==> src/rtl/instruction_loader_pkg.sv <==
`default_nettype none
// +----------------------------------------------------------------------------+
// | Module   : instruction_loader_pkg                                          |
// | Purpose  : Shared types and constants for the instruction loader.          |
// |            Defines the loader FSM state encoding and the stream byte       |
// |            width. The CHECK state exists only when                         |
// |            INSTRUCTION_LOADER_CHECKSUM_EN is defined.                      |
// | Ports    : none (package)                                                  |
// | Revision : 1.0 - initial release                                           |
// +----------------------------------------------------------------------------+
package instruction_loader_pkg;

  localparam int BYTE_WIDTH = 8;

  typedef enum logic [2:0] {
    IDLE    = 3'd0,
    COLLECT = 3'd1,
    WRITE   = 3'd2,
`ifdef INSTRUCTION_LOADER_CHECKSUM_EN
    CHECK   = 3'd3,
`endif
    DONE    = 3'd4
  } loader_state_t;

endpackage : instruction_loader_pkg
`default_nettype wire

==> src/rtl/instruction_loader_if.sv <==
`default_nettype none
// +----------------------------------------------------------------------------+
// | Module   : instruction_loader_if                                           |
// | Purpose  : Bundles the loader control, byte-stream handshake and memory    |
// |            write port.                                                     |
// |            master : load requester / byte source / memory side            |
// |            slave  : the instruction loader itself                         |
// | Signals  : start, base_address, load_words  - load request                 |
// |            in_valid, in_byte, in_ready       - byte stream handshake       |
// |            write_enable/address/data         - memory write port           |
// |            busy, load_done, checksum_error   - status                      |
// | Revision : 1.0 - initial release                                           |
// +----------------------------------------------------------------------------+
interface instruction_loader_if #(
  parameter int ADDRESS_WIDTH = 8,
  parameter int DATA_WIDTH    = 32
);
  import instruction_loader_pkg::*;

  logic                     start;
  logic [ADDRESS_WIDTH-1:0] base_address;
  logic [ADDRESS_WIDTH:0]   load_words;
  logic                     in_valid;
  logic [BYTE_WIDTH-1:0]    in_byte;
  logic                     in_ready;
  logic                     write_enable;
  logic [ADDRESS_WIDTH-1:0] write_address;
  logic [DATA_WIDTH-1:0]    write_data;
  logic                     busy;
  logic                     load_done;
  logic                     checksum_error;

  modport master (
    output start, base_address, load_words, in_valid, in_byte,
    input  in_ready, write_enable, write_address, write_data,
           busy, load_done, checksum_error
  );

  modport slave (
    input  start, base_address, load_words, in_valid, in_byte,
    output in_ready, write_enable, write_address, write_data,
           busy, load_done, checksum_error
  );

endinterface : instruction_loader_if
`default_nettype wire

==> src/rtl/instruction_loader_byte_assembler.sv <==
`default_nettype none
// +----------------------------------------------------------------------------+
// | Module   : byte_assembler                                                  |
// | Purpose  : Collects stream bytes into one little-endian word. Byte 0 of a  |
// |            word lands in the least significant lane.                       |
// | Ports    : clk, reset_n      - clock, async active-low reset               |
// |            clear            - restart at lane 0 and zero the word          |
// |            push, data_in    - store data_in in the current lane            |
// |            word             - the (partial) assembled word                 |
// |            word_complete    - this push fills the last lane                |
// | Revision : 1.0 - initial release                                           |
// +----------------------------------------------------------------------------+
module byte_assembler
  import instruction_loader_pkg::*;
#(
  parameter int DATA_WIDTH = 32
) (
  input  wire logic                  clk,
  input  wire logic                  reset_n,
  input  wire logic                  clear,
  input  wire logic                  push,
  input  wire logic [BYTE_WIDTH-1:0] data_in,
  output logic      [DATA_WIDTH-1:0] word,
  output logic                       word_complete
);

  localparam int c_bytes_per_word = DATA_WIDTH / BYTE_WIDTH;
  localparam int c_index_width    = (c_bytes_per_word > 1) ? $clog2(c_bytes_per_word) : 1;
  localparam logic [c_index_width-1:0] c_last_index = c_index_width'(c_bytes_per_word - 1);

  logic [c_index_width-1:0] r_index;

  // The index wraps explicitly so non-power-of-two lane counts work.
  always_ff @(posedge clk or negedge reset_n) begin
    if (!reset_n) begin
      r_index <= '0;
    end else if (clear) begin
      r_index <= '0;
    end else if (push) begin
      r_index <= (r_index == c_last_index) ? '0 : r_index + 1'b1;
    end
  end

  generate
    for (genvar g = 0; g < c_bytes_per_word; g++) begin : g_lane
      logic [BYTE_WIDTH-1:0] r_byte;

      always_ff @(posedge clk or negedge reset_n) begin
        if (!reset_n) begin
          r_byte <= '0;
        end else if (clear) begin
          r_byte <= '0;
        end else if (push && (r_index == c_index_width'(g))) begin
          r_byte <= data_in;
        end
      end

      assign word[g*BYTE_WIDTH +: BYTE_WIDTH] = r_byte;
    end
  endgenerate

  assign word_complete = push && (r_index == c_last_index);

endmodule : byte_assembler
`default_nettype wire

==> src/rtl/instruction_loader.sv <==
`default_nettype none
// +----------------------------------------------------------------------------+
// | Module   : instruction_loader                                              |
// | Purpose  : Boot-time instruction memory writer. Takes a byte stream over   |
// |            valid/ready, assembles little-endian words and writes them at   |
// |            sequential (wrapping) addresses starting at base_address.       |
// | Ports    : clk       - clock, rising edge                                  |
// |            reset_n   - asynchronous active-low reset                       |
// |            bus       - instruction_loader_if.slave (request, stream,      |
// |                        memory write port, status)                          |
// | Config   : INSTRUCTION_LOADER_CHECKSUM_EN - when defined, a trailing byte  |
// |            after the last word must make the 8-bit byte sum zero,          |
// |            otherwise checksum_error is raised (sticky until next start).   |
// | Revision : 1.0 - initial release                                           |
// +----------------------------------------------------------------------------+
module instruction_loader
  import instruction_loader_pkg::*;
#(
  parameter int ADDRESS_WIDTH = 8,
  parameter int DATA_WIDTH    = 32
) (
  input  wire logic            clk,
  input  wire logic            reset_n,
  instruction_loader_if.slave  bus
);

  loader_state_t            r_state;
  loader_state_t            w_state_next;
  logic [ADDRESS_WIDTH-1:0] r_address;
  logic [ADDRESS_WIDTH:0]   r_load_words;
  logic [ADDRESS_WIDTH:0]   r_count;
  logic [DATA_WIDTH-1:0]    w_word;
  logic                     w_word_complete;
  logic                     w_push;
  logic                     w_clear;
  logic                     w_last_word;
  logic                     w_in_ready;
  logic                     w_write_enable;
  logic                     w_busy;
  logic                     w_load_done;

  // Push is derived from the state register directly (not from w_in_ready)
  // so the assembler feedback into next-state logic stays loop free.
  assign w_push      = bus.in_valid && (r_state == COLLECT);
  assign w_clear     = (r_state == IDLE) && bus.start;
  assign w_last_word = ((r_count + 1'b1) == r_load_words);

  byte_assembler #(
    .DATA_WIDTH (DATA_WIDTH)
  ) u_byte_assembler (
    .clk           (clk),
    .reset_n       (reset_n),
    .clear         (w_clear),
    .push          (w_push),
    .data_in       (bus.in_byte),
    .word          (w_word),
    .word_complete (w_word_complete)
  );

  always_ff @(posedge clk or negedge reset_n) begin
    if (!reset_n) begin
      r_state <= IDLE;
    end else begin
      r_state <= w_state_next;
    end
  end

  // Next state plus state-decoded outputs; nothing here reaches an output
  // from an input without passing through r_state.
  always_comb begin
    w_state_next   = r_state;
    w_in_ready     = 1'b0;
    w_write_enable = 1'b0;
    w_busy         = 1'b1;
    w_load_done    = 1'b0;
    case (r_state)
      IDLE: begin
        w_busy = 1'b0;
        if (bus.start) begin
          if (bus.load_words == '0) begin
            w_state_next = DONE;
          end else begin
            w_state_next = COLLECT;
          end
        end
      end
      COLLECT: begin
        w_in_ready = 1'b1;
        if (w_word_complete) begin
          w_state_next = WRITE;
        end
      end
      WRITE: begin
        w_write_enable = 1'b1;
        if (w_last_word) begin
`ifdef INSTRUCTION_LOADER_CHECKSUM_EN
          w_state_next = CHECK;
`else
          w_state_next = DONE;
`endif
        end else begin
          w_state_next = COLLECT;
        end
      end
`ifdef INSTRUCTION_LOADER_CHECKSUM_EN
      CHECK: begin
        w_in_ready = 1'b1;
        if (bus.in_valid) begin
          w_state_next = DONE;
        end
      end
`endif
      DONE: begin
        w_load_done  = 1'b1;
        w_state_next = IDLE;
      end
      default: begin
        w_state_next = IDLE;
      end
    endcase
  end

  // Load parameters and progress counters.
  always_ff @(posedge clk or negedge reset_n) begin
    if (!reset_n) begin
      r_address    <= '0;
      r_load_words <= '0;
      r_count      <= '0;
    end else if (w_clear) begin
      r_address    <= bus.base_address;
      r_load_words <= bus.load_words;
      r_count      <= '0;
    end else if (r_state == WRITE) begin
      // Address wraps silently at the top of memory.
      r_address <= r_address + 1'b1;
      r_count   <= r_count + 1'b1;
    end
  end

`ifdef INSTRUCTION_LOADER_CHECKSUM_EN
  logic [BYTE_WIDTH-1:0] r_sum;
  logic                  r_checksum_error;

  always_ff @(posedge clk or negedge reset_n) begin
    if (!reset_n) begin
      r_sum            <= '0;
      r_checksum_error <= 1'b0;
    end else if (w_clear) begin
      r_sum            <= '0;
      r_checksum_error <= 1'b0;
    end else if (w_push) begin
      r_sum <= r_sum + bus.in_byte;
    end else if ((r_state == CHECK) && bus.in_valid) begin
      // Trailing byte is the two's complement of the data sum when intact.
      r_checksum_error <= ((r_sum + bus.in_byte) != '0);
    end
  end

  assign bus.checksum_error = r_checksum_error;
`else
  assign bus.checksum_error = 1'b0;
`endif

  assign bus.in_ready      = w_in_ready;
  assign bus.write_enable  = w_write_enable;
  assign bus.write_address = r_address;
  assign bus.write_data    = w_word;
  assign bus.busy          = w_busy;
  assign bus.load_done     = w_load_done;

endmodule : instruction_loader
`default_nettype wire

==> src/flat_wrapper.sv <==
// flat-port wrapper written by rule: the top's interface ports become plain ports
module instruction_loader_flat import instruction_loader_pkg::*;
#(
  parameter int ADDRESS_WIDTH = 8,
  parameter int DATA_WIDTH    = 32
)
  (clk, reset_n, bus_start, bus_base_address, bus_load_words, bus_in_valid, bus_in_byte, bus_in_ready, bus_write_enable, bus_write_address, bus_write_data, bus_busy, bus_load_done, bus_checksum_error);
  instruction_loader_if #(.ADDRESS_WIDTH(ADDRESS_WIDTH), .DATA_WIDTH(DATA_WIDTH)) bus_i ();
  input  wire logic clk;
  input  wire logic reset_n;
  input wire logic [$bits(bus_i.start)-1:0] bus_start;
  input wire logic [$bits(bus_i.base_address)-1:0] bus_base_address;
  input wire logic [$bits(bus_i.load_words)-1:0] bus_load_words;
  input wire logic [$bits(bus_i.in_valid)-1:0] bus_in_valid;
  input wire logic [$bits(bus_i.in_byte)-1:0] bus_in_byte;
  output wire logic [$bits(bus_i.in_ready)-1:0] bus_in_ready;
  output wire logic [$bits(bus_i.write_enable)-1:0] bus_write_enable;
  output wire logic [$bits(bus_i.write_address)-1:0] bus_write_address;
  output wire logic [$bits(bus_i.write_data)-1:0] bus_write_data;
  output wire logic [$bits(bus_i.busy)-1:0] bus_busy;
  output wire logic [$bits(bus_i.load_done)-1:0] bus_load_done;
  output wire logic [$bits(bus_i.checksum_error)-1:0] bus_checksum_error;
  assign bus_i.start = bus_start;
  assign bus_i.base_address = bus_base_address;
  assign bus_i.load_words = bus_load_words;
  assign bus_i.in_valid = bus_in_valid;
  assign bus_i.in_byte = bus_in_byte;
  assign bus_in_ready = bus_i.in_ready;
  assign bus_write_enable = bus_i.write_enable;
  assign bus_write_address = bus_i.write_address;
  assign bus_write_data = bus_i.write_data;
  assign bus_busy = bus_i.busy;
  assign bus_load_done = bus_i.load_done;
  assign bus_checksum_error = bus_i.checksum_error;
  instruction_loader #(.ADDRESS_WIDTH(ADDRESS_WIDTH), .DATA_WIDTH(DATA_WIDTH)) u_core (.clk(clk), .reset_n(reset_n), .bus(bus_i));
endmodule
==> config.mk <==
export PLATFORM = sky130hd
export DESIGN_NAME = instruction_loader_flat
export DESIGN_NICKNAME = d
export VERILOG_FILES = /design/src/rtl/instruction_loader_pkg.sv /design/src/rtl/instruction_loader_if.sv /design/src/rtl/instruction_loader_byte_assembler.sv /design/src/rtl/instruction_loader.sv /design/src/flat_wrapper.sv
export SDC_FILE = /design/constraint.sdc
export NUM_CORES = 1
export LEC_CHECK = 0
export ABC_AREA = 1
export CAP_MARGIN = 20
export CORE_MARGIN = 8
export CORE_UTILIZATION = 54
export CTS_CLUSTER_DIAMETER = 150
export DETAILED_ROUTE_END_ITERATION = 10
export PLACE_DENSITY = 0.87
export SETUP_SLACK_MARGIN = 0.3
export SLEW_MARGIN = 20
export SYNTH_ARGS = -nofsm -noshare
export SYNTH_HDL_FRONTEND = slang
export SYNTH_SLANG_ARGS = --single-unit
==> constraint.sdc <==
create_clock -name clk -period 3.5 [get_ports clk]
set_input_delay 0.7 -clock clk [delete_from_list [all_inputs] [get_ports clk]]
set_output_delay 0.7 -clock clk [all_outputs]
set_load 0.01 [all_outputs]
# Word level (Yosys, flattened, before mapping)
# Cells that the tools add are included.
dict set report classes {
  add_sub_neg 3
  eq_ne 9
  n_mux 24
  n_reduce_logical 16
}
# op count
set op_table {}
lappend op_table {{8-bit two-way mux} 10}
lappend op_table {{9-bit two-way mux} 2}
lappend op_table {{3-bit two-way mux} 4}
lappend op_table {{2-bit nonzero test} 6}
lappend op_table {{9-bit by 1-bit adder with 9-bit output, second input constant} 1}
lappend op_table {{9-bit == test} 1}
lappend op_table {{9-bit logical NOT} 1}
lappend op_table {{3-bit case mux with 3 select lines} 1}
lappend op_table {{8-bit by 1-bit adder with 8-bit output, second input constant} 1}
lappend op_table {{1-bit logical AND} 6}
lappend op_table {{2-bit two-way mux} 3}
lappend op_table {{2-bit == test, second input constant} 2}
lappend op_table {{1-bit two-way mux} 4}
lappend op_table {{2-bit inequality test, second input constant} 2}
lappend op_table {{3-bit by 1-bit == test with 1-bit output, second input constant} 1}
lappend op_table {{3-bit by 2-bit == test with 1-bit output, second input constant} 1}
lappend op_table {{3-bit == test, second input constant} 1}
lappend op_table {{3-bit logical NOT} 1}
lappend op_table {{2-bit by 1-bit adder with 2-bit output, second input constant} 1}
lappend op_table {{2-bit by 1-bit == test with 1-bit output, second input constant} 1}
lappend op_table {{2-bit logical NOT} 1}
lappend op_table {{2-bit AND reduction} 1}
dict set report totals {
  register_bits 63
  wordCells 61
}

# Logic depth before layout (Yosys ltp)
# Gate-level depths: netlist of the first run.
dict set report logic_depth {
  ltp_word 5
  mapped_depth 14
  ltp_nobuf 14
}

# By module
# Synthesis of the first run repeated with hierarchy kept, for this count alone.
dict set report hier_totals {
  cells_unflattened 401
  area_unflattened_um2 3236.9
}
# mod instances cells_each area_each_um2 seq_area_each_um2
set modules_own_cells {}
lappend modules_own_cells {instruction_loader 1 226 1711.6 725.7}
lappend modules_own_cells {byte_assembler 1 175 1525.2 850.8}

# Worst setup path after synthesis of the first run
# OpenSTA, ideal clock, no wires.
dict set report synth_timing {
  kind {register -> register}
  start {register u_core.r_count[0]}
  end {register u_core.r_state[0]}
  setup_time_ps 117
  t_arrival_ps 1501
  required_ps 3383
  setup_slack_ps 1882
  path_stages_with_launch 12
  path_buffers 0
  synth_period_minus_slack_ps 1618
  path_cell_list {dfrtp_1 > ha_1 > xnor2_1 > nand2_1 > nor2_1 > nand2_2 > nor2_4 > nand3_1 > nand2_1 > nand2_1 > nand2_1 > nand2_1}
}
dict set report synth_between {
  elab_chain_len 4
}
# item line
set synth_lines {}
lappend synth_lines {{start: declaration} instruction_loader.sv:31} ;# logic [ADDRESS_WIDTH:0] r_count;
lappend synth_lines {{start signal: assignment} instruction_loader.sv:136} ;# r_count <= r_count + 1'b1;
lappend synth_lines {{9-bit by 1-bit adder with 9-bit output} instruction_loader.sv:46} ;# assign w_last_word = ((r_count + 1'b1) == r_load_words);
lappend synth_lines {{9-bit == test} instruction_loader.sv:46}
lappend synth_lines {{3-bit two-way mux} instruction_loader.sv:95} ;# if (w_last_word) begin
lappend synth_lines {{3-bit case mux with 3 select lines} instruction_loader.sv:76} ;# case (r_state)
lappend synth_lines {{end signal: assignment} instruction_loader.sv:64} ;# r_state <= w_state_next;
lappend synth_lines {{end: declaration} instruction_loader.sv:27} ;# loader_state_t r_state;
# No other way between the ends.
# A chain may end at the register's enable or synchronous reset.

# Worst setup path in the final report of the first run
dict set report layout_timing {
  start {register u_core.r_state[0]}
  end {output port bus_write_enable}
}
dict set report layout_between {
  elab_chain_len 2
}
# item line
set layout_lines {}
lappend layout_lines {{3-bit by 2-bit == test with 1-bit output} instruction_loader.sv:76}
lappend layout_lines {{1-bit two-way mux} instruction_loader.sv:76}
lappend layout_lines {{end: declaration} flat_wrapper.sv:17} ;# output wire logic [$bits(bus_i.write_enable)-1:0] bus_write_enable;
# No other way between the ends.

==> results of run 1 <==
==> layout make-up <==
cell class                 instances  area, um2
multi-input combinational        246       1320
inverter                          33        124
fill                             392       1480
tap                               72       90.1
clock buffer                       9        124
timing repair buffer              74        731
clock inverter                     7       96.3
sequential                        63       1580
==> per-layer routing <==
metal / global-route usage (%) / up-vias
li1: - / 1342
met1: 23.0 / 1336
met2: 35.0 / 88
met3: 4.73 / 13
met4: 7.92 / 0
met5: 0 / -
==> sequential cells by signal, indices dropped and copies added, names as in the netlist <==
register and cells:
u_core.bus.write_address 8, u_core.r_load_words 9, u_core.r_state 3, u_core.u_byte_assembler.g_lane.r_byte 32, u_core.r_count 9, u_core.u_byte_assembler.r_index 2
==> worst max-delay path: stages (launching register included) <==
cell and delay, ns:
dfrtp_1 0.42, inv_2 0.09, nand2_1 0.10, nor2_4 0.33, clkdlybuf4s50_1 0.62
==> cell families (layout without fill, tap and decap cells) <==
group / count (synthesis) / after routing / synth area share, %
buf+inv: 49 / 123 / 6.93
other cells: 1 / 1 / 0.121
fa+ha+maj: 6 / 6 / 2.42
flops: 63 / 63 / 50.7
simple gates: 168 / 168 / 26.5
compound gates: 65 / 65 / 11.6
xor+xnor: 6 / 6 / 1.69
==> synthesized netlist by cell type <==
cell type / count
inv_2: 10
nor3_4: 1
o211ai_1: 4
nand3b_1: 3
buf_2: 13
o221ai_1: 1
nor4_1: 2
nor2_2: 3
nor2_1: 10
o21ai_0: 5
nand4_1: 3
nor3_1: 6
a211oi_1: 2
nand3_1: 48
nand2_1: 75
nand3_2: 1
a21oi_1: 6
o21ai_2: 1
conb_1: 1
nor2_4: 6
xnor2_1: 2
ha_1: 6
o21ai_1: 38
nand2_4: 1
dfrtp_1: 63
buf_4: 2
a22o_1: 1
nand2_2: 8
buf_6: 1
xor2_1: 4
o22ai_1: 7
inv_1: 23
or2_2: 1
==> stage by stage <==
step / util, % / cells / total power [mW] / hold slack, ns
after CTS: 73.2 / 504 / 3.31 / 0.284
final: 73.2 / 504 / 3.31 / 0.272
after floorplan: - / 358 / 1.95 / 0.404
after global placement: 69.2 / 488 / 2.55 / 0.472
after global routing: 73.2 / 504 / 3.51 / 0.296
after detailed placement: 69.2 / 488 / 2.60 / 0.485
==> report_power, final <==
part | internal, mW | switching, mW | total [mW]
Clock | 0.402 | 0.309 | 0.710
Combinational | 0.654 | 0.735 | 1.39
Sequential | 0.998 | 0.209 | 1.21
==> worst min path at each step <==
stage	startpoint	end	depth (start not counted)
5_1_grt	reset_n	u_core.bus.write_address[7]	1
3_5_place_dp	u_core.r_load_words[0]	u_core.r_load_words[0]	2
2_1_floorplan	reset_n	u_core.bus.write_address[0]	0
4_1_cts	reset_n	u_core.bus.write_address[4]	1
6_report	reset_n	u_core.bus.write_address[0]	1
3_3_place_gp	u_core.r_load_words[2]	u_core.r_load_words[2]	2
==> flow_summary.yaml, run 1 <==
placed_design:
  gp_congestion: 0.843
  port_buffers: 72
  placed_area_um2: 3840
  dp_slack_ns: 1.05
  post-dp-hpwl_mm: 5.93
routing:
  drt-total-wl_mm: 8.32
  antenna_left: 0
  wl_met1_mm: 3.35
  vias_per_cell: 5.51
  wl_met2_mm: 4.36
  vias: 2779
  route.detailed.drc: 0
  wl_per_cell_um: 16.5
  wl_met3_um: 454
  drt_iter0_drc: 207
  top_layer_used: "met4"
  first_pass_iters: 4
floorplanning:
  die_area_um2: 8440
  die_w_um: 91.9
  rows: 27
  ios: 74
  core_um2: 5540
  start_util_pct: 56.1
  die_h_um: 91.9
synthesis:
  yosysSeqAreaShare_pct: 50.7
  synth_cells: 358
  synth.cell_area_um2: 3110
  ys_ff_latch: 63
  ys_warn_count: 0
  netlist.area_leader.share_pct: 50.7
  synth.largest_area_cell: "dfrtp_1"
  syn-num-nets: 393
  synth.distinct_cells: 33
  syn_avg_cell_area_um2: 8.68
  ys_top_cells_by_area: "dfrtp_1 (51%), nand2_1 (9.1%), nand3_1 (7.7%)"
final_layout:
  n_antenna_cell: 0
  final_cell_mix: "nand2_1 (75), clkdlybuf4s50_1 (71), dfrtp_1 (63), nand3_1 (48), o21ai_1 (38)"
  drive_above_1_share_pct: 11.8
  syn_to_final_growth_pct: 30.6
  final_common_cell: "nand2_1"
  stdcell_area_um2: 4060
  nets: 462
sta:
  layout_setup_ws_ns: 0.892
  fmax_ghz: 0.383
  worst_clock_skew_ns: 0.00831
  final_hold_viol_count: 0
  setup_viol: 0
  tns_ns: 0
  worst_slew_pin_slew_ns: 0.829
  maxSlewViolCount: 0
  slew_headroom_pct: 44.6
  fin_crit_sh_pct: 74.5
  grt_setup_unrepaired: "false"
  fin_crit_ns: 2.61
power_and_ir_drop:
  peakVddDrop_mv: 0.501
  cellPowerDensity_nw_per_um2: 815
  p_leak_nw: 1.81
cts:
  clock-sinks: 63
  cts_hold_buf: 0
  h-tree-depth: 3
  clk_latency_ns: 0.35
  cts_setup_buffers: 0
  cts_buffer_depth: 2
  cts-root-buf: "clkbuf_8"
  cts_buffers: 9
  postCtsResizedCells: 0
  cts_tree: "done"
  clk_pin_slew_ns: 0.08
global_routing:
  grt_pass1_vias: 2747
  overflow: 0
  antenna_found_initial: 0
  grt.total_usage_pct: 20.0
  grt_pass1_wl_mm: 13.5
  grt_max_degree: 53
worst_setup_path:
  crit_path_start_kind: "flop"
  r2r_slack_ns: 1.55
  cp.required_ns: 2.80
  regToRegStartpoint: "u_core.r_state[2]"
  cp-startpoint: "u_core.r_state[0]"
  crit_arrival_ns: 1.91
  crit_end: "bus_write_enable"
  worstSetupPathType: "reg2out"
  crit_path_end_kind: "primary output"
  cp_max_fo: 13
  rr_endpoint: "u_core.u_byte_assembler.g_lane[1].r_byte[5]"
  reg2regPathDepth: 6
run_status:
  outcome: "finished, final reports clean"
worst_hold_path:
  hp-class: "in2async"
job:
  maxCapViolCount: 0
(Power assumes the default switching activity.)
==> run 2: changes to the inputs <==
--- a/config.mk
+++ b/config.mk
@@ -8,10 +8,10 @@
 export ABC_AREA = 1
 export CAP_MARGIN = 20
 export CORE_MARGIN = 8
-export CORE_UTILIZATION = 54
+export CORE_UTILIZATION = 50
 export CTS_CLUSTER_DIAMETER = 150
 export DETAILED_ROUTE_END_ITERATION = 10
-export PLACE_DENSITY = 0.87
+export PLACE_DENSITY = 0.81
 export SETUP_SLACK_MARGIN = 0.3
 export SLEW_MARGIN = 20
 export SYNTH_ARGS = -nofsm -noshare
==> constraint.sdc (replaced) <==
create_clock -name clk -period 2.5 [get_ports clk]
set_input_delay 0.5 -clock clk [delete_from_list [all_inputs] [get_ports clk]]
set_output_delay 0.5 -clock clk [all_outputs]
set_load 0.01 [all_outputs]
==> flow_summary.yaml, run 2 (synthesis results as in run 1) <==
sta:
  grt_setup_unrepaired: "false"
  fin_crit_ns: 2.12
  maxSlewViolCount: 0
  worst_slew_pin_slew_ns: 0.800
  final_hold_viol_count: 0
  whs_ns: 0.329
  slew_headroom_pct: 46.7
  tns_ns: 0
  fin_crit_sh_pct: 84.6
  fmax_ghz: 0.473
  setup_viol: 0
  worst_clock_skew_ns: 0.00620
global_routing:
  grt_pass1_vias: 2853
  antenna_found_initial: 0
  grt_max_degree: 64
  grt.total_usage_pct: 19.3
  overflow: 0
  grt_pass1_wl_mm: 13.7
routing:
  antenna_left: 0
  drt-total-wl_mm: 8.13
  drt_iter0_drc: 197
  vias_per_cell: 5.43
  vias: 2762
  first_pass_iters: 5
  route.detailed.drc: 0
  wl_per_cell_um: 16.0
cts:
  cts_setup_buffers: 0
  cts_buffers: 9
  cts-root-buf: "clkbuf_8"
  cts_tree: "done"
  cts_buffer_depth: 2
  clock-sinks: 63
  clk_latency_ns: 0.34
  h-tree-depth: 3
  clk_pin_slew_ns: 0.06
worst_setup_path:
  r2r_slack_ns: 0.56
  critical_path.max_stage_delay_ns: 0.59
  path_cells: "nor3_4, clkdlybuf4s50_1"
  reg2regPathDepth: 12
  crit_arrival_ns: 1.62
  crit_path_start_kind: "flop"
  crit_path_end_kind: "primary output"
  worstSetupPathType: "reg2out"
  crit_family: "buffers and inverters"
  path_buf_inv: 1
  path_depth: 2
  critPathSlowestCell: "clkdlybuf4s50_1"
  cp_max_fo: 3
  cp.required_ns: 2.00
power_and_ir_drop:
  seq_power_share_pct: 37.5
  combPwrFrac_pct: 43.8
  clockPowerShare_pct: 18.7
  p_leak_nw: 1.84
  p_int_mw: 2.79
  swShare_pct: 37.9
  peakVddDrop_mv: 0.584
  cellPowerDensity_nw_per_um2: 1110
  total_power_mw: 4.49
  power_switching_mw: 1.70
final_layout:
  nets: 464
  largest-register: "u_core.u_byte_assembler.g_lane.r_byte"
  stdcell_count: 509
  fin_util_pct: 68.2
  largest_registers: "u_core.u_byte_assembler.g_lane.r_byte x32, u_core.r_count x9, u_core.r_load_words x9"
  filler_cell_count: 488
  final_cell_mix: "nand2_1 (75), clkdlybuf4s50_1 (70), dfrtp_1 (62), nand3_1 (48), o21ai_1 (38)"
  final_common_cell: "nand2_1"
  regArea_um2: 1580
  syn_to_final_growth_pct: 30.7
  n_antenna_cell: 0
  drive_above_1_share_pct: 12.2
  multiInputGateArea_um2: 1320
  largest_reg_flops: 32
floorplanning:
  start_util_pct: 52.2
  rows: 28
  die_area_um2: 8990
  core_um2: 5960
  ios: 74
  die_w_um: 94.8
  die_h_um: 94.8
placed_design:
  gp_congestion: 0.844
  port_buffers: 72
  post-dp-hpwl_mm: 5.93
  dp_cells: 493
run_status:
  outcome: "finished, final reports clean"
job:
  maxCapViolCount: 0
worst_hold_path:
  hp-class: "in2async"
==> run 2: power by group through the flow <==
stage                     registers (mW)  clock network [mW]  logic, mW
after floorplan                     1.77                   0      0.965
after global placement              1.68                   0       1.93
after detailed placement            1.69                   0       1.97
after CTS                           1.68               0.859       1.99
after global routing                1.74               0.911       2.16
final                               1.69               0.842       1.97
==> run 2: worst paths after layout <==
kind,start,endpoint
hold / removal,reset_n,u_core.bus.write_address[7]
setup / recovery,u_core.r_state[2],bus_in_ready
max in group asynchronous,reset_n,u_core.r_state[2]
min in group clk,u_core.r_load_words[2],u_core.r_load_words[2]
hold reg to reg,u_core.r_load_words[2],u_core.r_load_words[2]
setup reg to reg,u_core.r_count[1],u_core.r_state[0]
==> run 2: stage by stage <==
step / instance area [um2] / worst slack, ns
2_1_floorplan: 3110 / 0.882
3_3_place_gp: 3870 / 0.546
3_5_place_dp: 3870 / 0.508
4_1_cts: 4060 / 0.302
5_1_grt: 4060 / 0.313
6_report: 4060 / 0.385
==> run 2: worst register-to-register path, stage by stage, from the launching register on <==
cell and delay (ns):
dfrtp_1 0.48, ha_1 0.31, nand3_1 0.18, o21ai_1 0.23
nand2_1 0.10, nand2_1 0.08, nand2_2 0.06, nor2_4 0.10
nand3_1 0.08, nand2_1 0.06, nand2_1 0.04, nand2_1 0.05
nand2_1 0.05
==> run 2: layout make-up <==
type | instances | area share [%]
clock buffers | 10 | 3.14
clock inverters | 6 | 1.51
inverters | 33 | 3.05
multi-input cells | 246 | 32.4
flip-flops and latches | 63 | 38.9
well taps | 75 | 2.31
repair buffers | 76 | 18.7
==> run 2: timing repair <==
action,4_1_cts,5_1_grt
gates resized for setup,0,2
setup endpoints to repair,0,2
hold buffers,0,0
==> run 2: layer usage <==
metal / track usage [%] / share of wire, % / vias to the layer above
li1: - / - / 1345
met5: 0 / 0 / -
met3: 3.25 / 4.7 / 14
met2: 33.1 / 52 / 80
met1: 23.6 / 42 / 1323
met4: 7.93 / 1.8 / 0
==> run 3: changes to the inputs <==
==> constraint.sdc (replaced) <==
create_clock -name clk -period 2.2 [get_ports clk]
set_input_delay 0.44 -clock clk [delete_from_list [all_inputs] [get_ports clk]]
set_output_delay 0.44 -clock clk [all_outputs]
set_load 0.01 [all_outputs]
==> flow_summary.yaml, run 3 (synthesis results as in run 1) <==
run_status:
  outcome: "finished, final reports clean"
final_layout:
  final_common_cell: "nand2_1"
  largest_reg_flops: 32
  drive_above_1_share_pct: 13.6
  largest_registers: "u_core.u_byte_assembler.g_lane.r_byte x32, u_core.r_count x9, u_core.r_load_words x9"
  syn_to_final_growth_pct: 31.9
  nets: 465
  regArea_um2: 1580
  multiInputGateArea_um2: 1320
  final_cell_mix: "nand2_1 (75), clkdlybuf4s50_1 (67), dfrtp_1 (60), nand3_1 (48), o21ai_1 (38)"
  largest-register: "u_core.u_byte_assembler.g_lane.r_byte"
  filler_cell_count: 477
  n_antenna_cell: 0
worst_setup_path:
  reg2regPathDepth: 11
  crit_arrival_ns: 1.36
  cp_max_fo: 5
  crit_path_end_kind: "primary output"
  path_buf_inv: 1
  critical_path.max_stage_delay_ns: 0.58
  crit_family: "buffers and inverters"
  crit_path_start_kind: "flop"
  worstSetupPathType: "reg2out"
  path_depth: 1
  cp.required_ns: 1.76
  path_cells: "clkdlybuf4s50_1"
  critPathSlowestCell: "clkdlybuf4s50_1"
cts:
  cts_buffer_depth: 2
  cts_tree: "done"
  clk_latency_ns: 0.34
  cts-root-buf: "clkbuf_8"
  clock-sinks: 63
  cts_buffers: 9
  h-tree-depth: 3
  clk_pin_slew_ns: 0.07
floorplanning:
  die_h_um: 94.8
  die_w_um: 94.8
  rows: 28
  die_area_um2: 8990
  core_um2: 5960
  start_util_pct: 52.2
  ios: 74
routing:
  vias_per_cell: 5.41
  first_pass_iters: 4
  vias: 2759
  drt-total-wl_mm: 7.89
  antenna_left: 0
  drt_iter0_drc: 203
  wl_per_cell_um: 15.5
  route.detailed.drc: 0
placed_design:
  dp_slack_ns: 0.294
  gp_congestion: 0.849
  port_buffers: 72
  post-dp-hpwl_mm: 5.74
sta:
  fmax_ghz: 0.555
  tns_ns: 0
  setup_viol: 0
  worst_clock_skew_ns: 0.0118
  final_hold_viol_count: 0
  layout_setup_ws_ns: 0.399
  fin_crit_ns: 1.80
  fin_crit_sh_pct: 81.9
  grt_setup_unrepaired: "false"
  maxSlewViolCount: 0
global_routing:
  grt_pass1_vias: 2812
  antenna_found_initial: 0
  grt_max_degree: 64
  grt_pass1_wl_mm: 13.4
  overflow: 0
  grt.total_usage_pct: 19.1
job:
  maxCapViolCount: 0
power_and_ir_drop:
  peakVddDrop_mv: 0.731
  cellPowerDensity_nw_per_um2: 1260
  p_leak_nw: 1.84
worst_hold_path:
  hp-class: "in2async"
-- run 3: area by class of cell --
type,count,area share (%)
sequential,63,38.6
timing repair buffer,77,18.9
tap,75,2.29
clock buffer,10,3.36
inverter,33,3.02
clock inverter,6,1.65
multi-input combinational,246,32.2
-- run 3: through the flow --
step / cells / total power, mW / utilization, % / hold WS, ns / instance area, um2
floorplan: 358 / 3.11 / - / 0.144 / 3110
global placement: 494 / 4.11 / 65.3 / 0.470 / 3890
detailed placement: 494 / 4.17 / 65.3 / 0.474 / 3890
CTS: 510 / 5.21 / 68.7 / 0.115 / 4090
global route: 510 / 5.55 / 68.8 / 0.120 / 4100
finish: 510 / 5.18 / 68.8 / 0.0951 / 4100
-- run 3: worst paths after layout --
path | startpoint | to | slack, ns
worst min register to register | u_core.r_load_words[1] | u_core.r_load_words[1] | 0.50
worst min-delay path | reset_n | u_core.bus.write_address[4] | 0.1
max in group asynchronous | reset_n | u_core.r_state[2] | 1.81
worst max register to register | u_core.r_count[0] | u_core.r_state[0] | 0.43
min in group clk | u_core.r_load_words[1] | u_core.r_load_words[1] | 0.50
worst max-delay path | u_core.bus.write_address[2] | bus_write_address[2] | 0.40
-- run 3: routing by layer --
layer,vias up,share of wire [%],track usage (%)
li1,1344,-,-
met1,1320,42,23.7
met2,85,50,30.5
met3,10,6.2,4.44
met4,0,1.7,9.36
met5,-,0,0
-- run 3: report_power, final --
part           total (mW)  leakage, nW  switching (mW)  internal [mW]
clock network        1.03       0.0989           0.477          0.558
logic                2.22        0.915            1.16           1.06
registers            1.92        0.821           0.331           1.59
-- run 3: what timing repair did --
| item | 4_1_cts | 5_1_grt |
|---|---|---|
| setup buffers | 0 | 0 |
| hold endpoints to repair | 0 | 0 |
| setup endpoints to repair | 4 | 2 |
| hold buffers | 0 | 0 |
| gates resized for setup | 6 | 3 |
